File: src/rtl/fp32_pkg.sv
// Shared binary32 field definitions, constants and classification helpers
// for the single-precision adder datapath.
package fp32_pkg;
  localparam int EXP_W   = 8;
  localparam int FRAC_W  = 23;
  localparam int BIAS    = 127;
  localparam int EXP_MAX = 255;
  localparam logic [31:0] QNAN = 32'h7FC0_0000;

  typedef struct packed {
    logic              sign;
    logic [EXP_W-1:0]  exp;
    logic [FRAC_W:0]   sig;
  } fp_t;

  // Subnormals count as zero: the adder flushes them.
  function automatic logic is_zero(input logic [31:0] w);
    return w[30:23] == '0;
  endfunction

  function automatic logic is_inf(input logic [31:0] w);
    return (w[30:23] == '1) && (w[22:0] == '0);
  endfunction

  function automatic logic is_nan(input logic [31:0] w);
    return (w[30:23] == '1) && (w[22:0] != '0);
  endfunction

  function automatic fp_t unpack(input logic [31:0] w);
    fp_t f;
    f.sign = w[31];
    f.exp  = w[30:23];
    f.sig  = is_zero(w) ? '0 : {1'b1, w[22:0]};
    return f;
  endfunction
endpackage

File: src/rtl/fp_lzc.sv
// 25-bit leading-zero counter; an all-zero input reports 25.
module fp_lzc (
  input  logic [24:0] i_val,
  output logic [4:0]  o_cnt
);
  always_comb begin
    o_cnt = 5'd25;
    // Scanning up from the LSB, the highest set bit writes last and wins.
    for (int i = 0; i < 25; i++)
      if (i_val[i]) o_cnt = 5'(24 - i);
  end
endmodule

File: src/rtl/floating_point_adder.sv
// Single-cycle binary32 adder, round-to-nearest-even, flush-to-zero,
// with an enable-gated output register.
module floating_point_adder
  import fp32_pkg::*;
(
  input  logic        clk,
  input  logic        rst,
  input  logic [31:0] A,
  input  logic [31:0] B,
  input  logic        enable,
  output logic [31:0] Out
);
  fp_t         w_a, w_b, w_x, w_y;
  logic        w_a_ge, w_sub, w_carry, w_inc;
  logic [7:0]  w_d;
  logic [49:0] w_wide;
  logic [26:0] w_x_al, w_y_al, w_norm;
  logic [27:0] w_sum;
  logic [4:0]  w_lz;
  logic [24:0] w_rnd;
  logic [22:0] w_frac;
  logic signed [9:0] w_exp_n, w_exp_r;
  logic [31:0] w_res;
  logic [31:0] r_out;

  assign w_a    = unpack(A);
  assign w_b    = unpack(B);
  assign w_a_ge = {w_a.exp, w_a.sig} >= {w_b.exp, w_b.sig};
  assign w_x    = w_a_ge ? w_a : w_b;
  assign w_y    = w_a_ge ? w_b : w_a;

  // Align Y into a 27-bit {sig, G, R, S} frame; far shifts keep only sticky.
  assign w_d    = w_x.exp - w_y.exp;
  assign w_wide = {w_y.sig, 26'b0} >> w_d;
  assign w_y_al = (w_d >= 8'd27) ? {26'b0, |w_y.sig}
                                 : {w_wide[49:24], |w_wide[23:0]};
  assign w_x_al = {w_x.sig, 3'b0};

  assign w_sub   = w_x.sign ^ w_y.sign;
  assign w_sum   = w_sub ? ({1'b0, w_x_al} - {1'b0, w_y_al})
                         : ({1'b0, w_x_al} + {1'b0, w_y_al});
  assign w_carry = w_sum[27];

  fp_lzc u_lzc (.i_val(w_sum[26:2]), .o_cnt(w_lz));

  assign w_norm  = w_carry ? {w_sum[27:2], |w_sum[1:0]} : (w_sum[26:0] << w_lz);
  assign w_exp_n = w_carry ? ($signed({2'b0, w_x.exp}) + 10'sd1)
                           : ($signed({2'b0, w_x.exp}) - $signed({5'b0, w_lz}));

  // Round to nearest-even on {mant, G, R, S}.
  assign w_inc   = w_norm[2] & (w_norm[1] | w_norm[0] | w_norm[3]);
  assign w_rnd   = {1'b0, w_norm[26:3]} + {24'b0, w_inc};
  assign w_frac  = w_rnd[24] ? w_rnd[23:1] : w_rnd[22:0];
  assign w_exp_r = w_exp_n + $signed({9'b0, w_rnd[24]});

  always_comb begin
    w_res = {w_x.sign, w_exp_r[7:0], w_frac};
    if (is_nan(A) || is_nan(B))
      w_res = QNAN;
    else if (is_inf(A) && is_inf(B) && (A[31] != B[31]))
      w_res = QNAN;
    else if (is_inf(A))
      w_res = A;
    else if (is_inf(B))
      w_res = B;
    else if (w_sum == '0)
      w_res = {w_x.sign & w_y.sign, 31'b0};
    else if (w_exp_r >= 10'sd255)
      w_res = {w_x.sign, 8'hFF, 23'b0};
    else if (w_exp_r <= 10'sd0)
      w_res = {w_x.sign, 31'b0};
  end

  always_ff @(posedge clk) begin
    if (rst)         r_out <= '0;
    else if (enable) r_out <= w_res;
  end

  assign Out = r_out;
endmodule

File: config.mk
export PLATFORM = sky130hd
export DESIGN_NAME = floating_point_adder
export DESIGN_NICKNAME = d
export VERILOG_FILES = /design/src/rtl/fp32_pkg.sv /design/src/rtl/fp_lzc.sv /design/src/rtl/floating_point_adder.sv
export SDC_FILE = /design/constraint.sdc
export NUM_CORES = 1
export LEC_CHECK = 0
export CAP_MARGIN = 10
export CORE_UTILIZATION = 40
export DETAILED_ROUTE_END_ITERATION = 10
export HOLD_SLACK_MARGIN = 0.1
export SYNTH_ARGS = -nofsm -noshare
export SYNTH_HDL_FRONTEND = slang
export SYNTH_HIERARCHICAL = 1
export SYNTH_SLANG_ARGS = --single-unit
File: constraint.sdc
create_clock -name clk -period 21 [get_ports clk]
set_clock_uncertainty 0.05 [all_clocks]
set_input_delay 3.15 -clock clk [delete_from_list [all_inputs] [get_ports clk]]
set_output_delay 3.15 -clock clk [all_outputs]
set_load 0.01 [all_outputs]
==> flow_summary.toml, run 1 <==
[layout]
fin_cells = 2641
layout_common_cells = "nand2_1 (261), nor2_1 (217), a21oi_1 (155), o21ai_0 (126), inv_1 (110)"
areaGrowthSynthToFinish_pct = 13.6
final_cell_area_um2 = 15700
final_core_util_pct = 46.5
drive_gt1_share_pct = 9.30
final_common_cell = "nand2_1"
diodes = 0
largest_reg_flops = 32
layout.nets = 2355

[floorplan]
rows = 67
die_h_um = 188
ios = 99
chipWidth_um = 188
initial_core_util_pct = 40.9
dieArea_um2 = 35300
fp.coreArea_um2 = 33800

[placement]
placed_area_um2 = 15500
dpl.hpwl_mm = 51.8
dp_cells = 2633
port_buffers = 98
gp_congestion = 1.08

[sta]
min_period_ns = 20.12
setup_violations = 0
post-route-period-util_pct = 95.8
max_freq_mhz = 49.7
tns_ns = 0
relSlewSlack_pct = 19.7
drv_slew = 0
tightest_slew_ns = 1.19
hold_viol_final = 0
rsz0062_at_grt = "no"

[yosys]
synthFlopType = "dfxtp_1"
async_flop_share_pct = 0
synth_edf_count = 0
ys_ff_latch = 32
synth_area_um2 = 13800
yosysSeqAreaShare_pct = 4.64
ys_types = 115
syn-num-nets = 2289
yosys_warnings = 6
syn_area_per_cell_um2 = 6.50
synth_cells = 2126

[clocking]
cts_tree = "yes"
worstSkewPairLatency_ns = 0.28
cts_setup_buffers = 0
hold_buffers = 0
htreeDepth = 2
path_clk_slew_ns = 0.06
cts.sinks = 32
numCtsBuffers = 5
clockRootBuffer = "clkbuf_16"
max-clock-path-buffers = 2
cts_repair_resize_count = 0

[setup_path]
crit_required_ns = 21.18
worstPathMaxFanout = 29
startpoint_type = "input pin"
slowest_delay_ns = 0.96
crit_arrival_ns = 20.30
cp-end-kind = "flip-flop"
slowest_stage = "and4_1"
critical_path_class = "in2reg"

[global_routing]
grt_pass1_wl_mm = 101
antenna_found_initial = 0
grt_max_degree = 79
overflow = 0
grt_pass1_vias = 16800
grt_util_all_layers_pct = 36.1

[route]
num_vias = 17500
drc = 0
wl_per_cell_um = 24.7
antenna_left = 0
wl_mm = 65.2
dr.pass1.iters = 7
drtIter0Drc = 1933
vias_per_cell = 6.62

[pwr]
power_leakage_uw = 0.00637
max-vdd-ir-drop_mv = 0.0470
pwr_density_cell_nw_per_um2 = 86.7
power_uw = 1360

[flow_run]
max-cap-violations = 0

[min_path]
hold_class = "reg2reg"

[run_status]
run_status = "complete, no violations"
## per-layer routing
metal	vias up	global-route usage, %	wire length, um
met5	-	0	0
met4	0	18.0	3800
met3	203	4.64	5420
met2	951	58.9	29000
met1	8232	46.6	27000
li1	8085	-	-
## report_power, final
| group | switching [uW] | internal (uW) |
|---|---|---|
| Clock | 28.6 | 55.7 |
| Sequential | 8.07 | 75.8 |
| Combinational | 771 | 422 |
## cells by family (layout without fill, tap and decap cells)
logic type      Yosys count  in the layout  synth area share, %
simple gates            883            883                 31.4
compound gates          704            704                 35.4
buf+inv                 246            313                 7.48
mux                     105            105                 8.48
fa+ha+maj                96             96                 8.80
xor+xnor                 60             60                 3.80
flops                    32             32                 4.64
## cell usage after synthesis (all sizes together) (20+ instances only)
library cell	number	area, um2
xnor2	38	333
a31oi	23	144
or3	27	179
mux2i	71	714
xor2	22	193
nor2	220	838
nand4	47	307
o31ai	26	205
ha	94	1180
nand2	266	1010
a21oi	157	793
o21ai	156	781
mux2	28	323
nand2b	29	181
a21o	30	225
nor3	84	447
o21bai	20	150
a211oi	33	280
clkbuf	87	327
inv	112	420
and2	39	244
nor4	35	249
nand3	50	250
buf	45	279
dfxtp	32	641
o211ai	39	307
## final timing paths
check               start      end  slack [ns]  cells after the start
setup / recovery    A[28]   Out[5]        0.88                     65
hold / removal    Out[18]  Out[18]        0.40                      2
setup reg to reg  Out[22]  Out[22]       20.26                      2
hold reg to reg   Out[18]  Out[18]        0.40                      2
## worst max-delay path, delay by kind of cell
family	cells	cell delay [ns]
buffers and inverters	6	1.85
adder cells (fa/ha/maj)	5	1.37
multiplexers	5	1.29
AND/OR/NAND/NOR	26	6.52
XOR/XNOR	2	0.75
AO/OA/AOI/OAI	21	5.30
## per-stage QoR
step                setup WS [ns]  hold WS, ns
floorplan                    3.75        0.421
global placement             1.32        0.389
detailed placement           1.12        0.393
CTS                          1.36        0.403
global route               0.0112        0.436
finish                      0.882        0.401
## layout make-up
class / instances / area, um2
fill: 3593 / 18100
multi-input combinational: 1848 / 12200
timing repair buffer: 191 / 1700
sequential: 32 / 641
tap: 448 / 561
inverter: 114 / 428
clock buffer: 5 / 125
clock inverter: 3 / 42.5
(Power assumes the default switching activity.)
==> inputs of run 2 (changes only) <==
SLEW_MARGIN = 20   (was not set)
==> run 2 against run 1 <==
  * Power is essentially flat
  * Via count grew 0.36%
  * Clock power is essentially flat
  * Critical path type unchanged
  * Largest power group unchanged
  * Clock-buffer cell count is the same
==> flow_summary.toml, run 2 (synthesized netlist as in run 1, its figures left out) <==
[run_status]
run_status = "complete, no violations"

[setup_path]
r2r_cells = 2
cp-end-kind = "flip-flop"
r2r_start = "Out[22]"
startpoint_type = "input pin"
crit_arrival_ns = 20.30
slowest_delay_ns = 0.97
worstPathMaxFanout = 29
slowest_stage = "and4_1"
rrSetupSlack_ns = 20.26
critical_path_class = "in2reg"
crit_required_ns = 21.18
r2r-end = "Out[22]"

[clocking]
worstSkewPairLatency_ns = 0.28
cts_repair_resize_count = 0
cts_tree = "yes"
cts_setup_buffers = 0
clockRootBuffer = "clkbuf_16"
cts.sinks = 32
path_clk_slew_ns = 0.06
max-clock-path-buffers = 2
htreeDepth = 2
numCtsBuffers = 5
hold_buffers = 0

[global_routing]
grt_pass1_vias = 16800
grt_max_degree = 79
grt_pass1_wl_mm = 101
grt_util_all_layers_pct = 36.1
antenna_found_initial = 0
overflow = 0

[route]
dr.pass1.iters = 6
vias_per_cell = 6.64
drtIter0Drc = 1966
drc = 0
antenna_left = 0
num_vias = 17500
wl_mm = 65.2
wl_per_cell_um = 24.7

[min_path]
min_path_cells = 2
worstHoldEndpoint = "Out[18]"
hold_class = "reg2reg"
worstHoldStart = "Out[18]"

[sta]
setup_slack_ns = 0.878
tns_ns = 0
tightest_slew_ns = 1.13
drv_slew = 0
min_period_ns = 20.12
rsz0062_at_grt = "no"
max_freq_mhz = 49.7
relSlewSlack_pct = 24.4
setup_violations = 0
post-route-period-util_pct = 95.8
hold_viol_final = 0

[floorplan]
dieArea_um2 = 35300
initial_core_util_pct = 40.9
chipWidth_um = 188
rows = 67
die_h_um = 188
ios = 99
fp.coreArea_um2 = 33800

[layout]
final_core_util_pct = 46.5
layout.nets = 2355
drive_gt1_share_pct = 9.30
areaGrowthSynthToFinish_pct = 13.7
final_common_cell = "nand2_1"
num-fill-cells = 3592
final_cell_area_um2 = 15700
layout_common_cells = "nand2_1 (261), nor2_1 (217), a21oi_1 (155), o21ai_0 (125), inv_1 (110)"
largest_reg_flops = 32
diodes = 0

[placement]
dpl.hpwl_mm = 51.8
dp_slack_ns = 1.12
placed_area_um2 = 15500
gp_congestion = 1.08
port_buffers = 98

[pwr]
power_leakage_uw = 0.00638
pwr_density_cell_nw_per_um2 = 86.7
max-vdd-ir-drop_mv = 0.0466

[flow_run]
max-cap-violations = 0
==> run 2: where the power goes <==
part / switching [uW] / internal, uW / total, uW
sequential: 8.09 / 75.8 / 83.9
combinational: 771 / 422 / 1190
clock: 28.6 / 55.7 / 84.3
total: 807 / 554 / 1360
==> run 2: area by class of cell <==
type	count	area, um2	area share, %
multi-input cells	1848	12200	77.7
repair buffers	191	1700	10.8
flip-flops and latches	32	641	4.08
well taps	448	561	3.57
inverters	114	428	2.72
clock buffers	5	125	0.797
clock inverters	3	42.5	0.271
==> run 2: per-stage QoR <==
stage	std cells	total power, uW	hold WS [ns]
final	2641	1360	0.402
after global routing	2641	1440	0.436
after CTS	2641	1320	0.403
after detailed placement	2633	1230	0.393
after global placement	2633	1240	0.389
after floorplan	2126	823	0.421
==> run 2: how the worst max path moves through the flow <==
stage | slack [ns] | endpoint | cells after the start | from
after floorplan | 3.75 | Out[11] | 70 | A[24]
after global placement | 1.32 | Out[15] | 65 | A[28]
after detailed placement | 1.12 | Out[3] | 67 | A[28]
after CTS | 1.36 | Out[15] | 65 | A[28]
after global routing | 0.009 | Out[19] | 66 | A[28]
final | 0.88 | Out[5] | 65 | A[28]
==> run 2: critical path: cells and delay by family <==
family / cells / cell delay [ns]
muxes: 5 / 1.29
AOI/OAI and AO/OA: 21 / 5.34
buffers and inverters: 6 / 1.84
and+or+nand+nor: 26 / 6.53
xor gates and xnor gates: 2 / 0.75
adders and majority gates: 5 / 1.37
==> run 2: routing by layer <==
layer	track usage, %	up-vias	share of wire, %
li1	-	8086	-
met2	58.9	971	44
met1	46.6	8270	41
met4	18.0	0	6.0
met3	4.64	207	8.5
met5	0	-	0
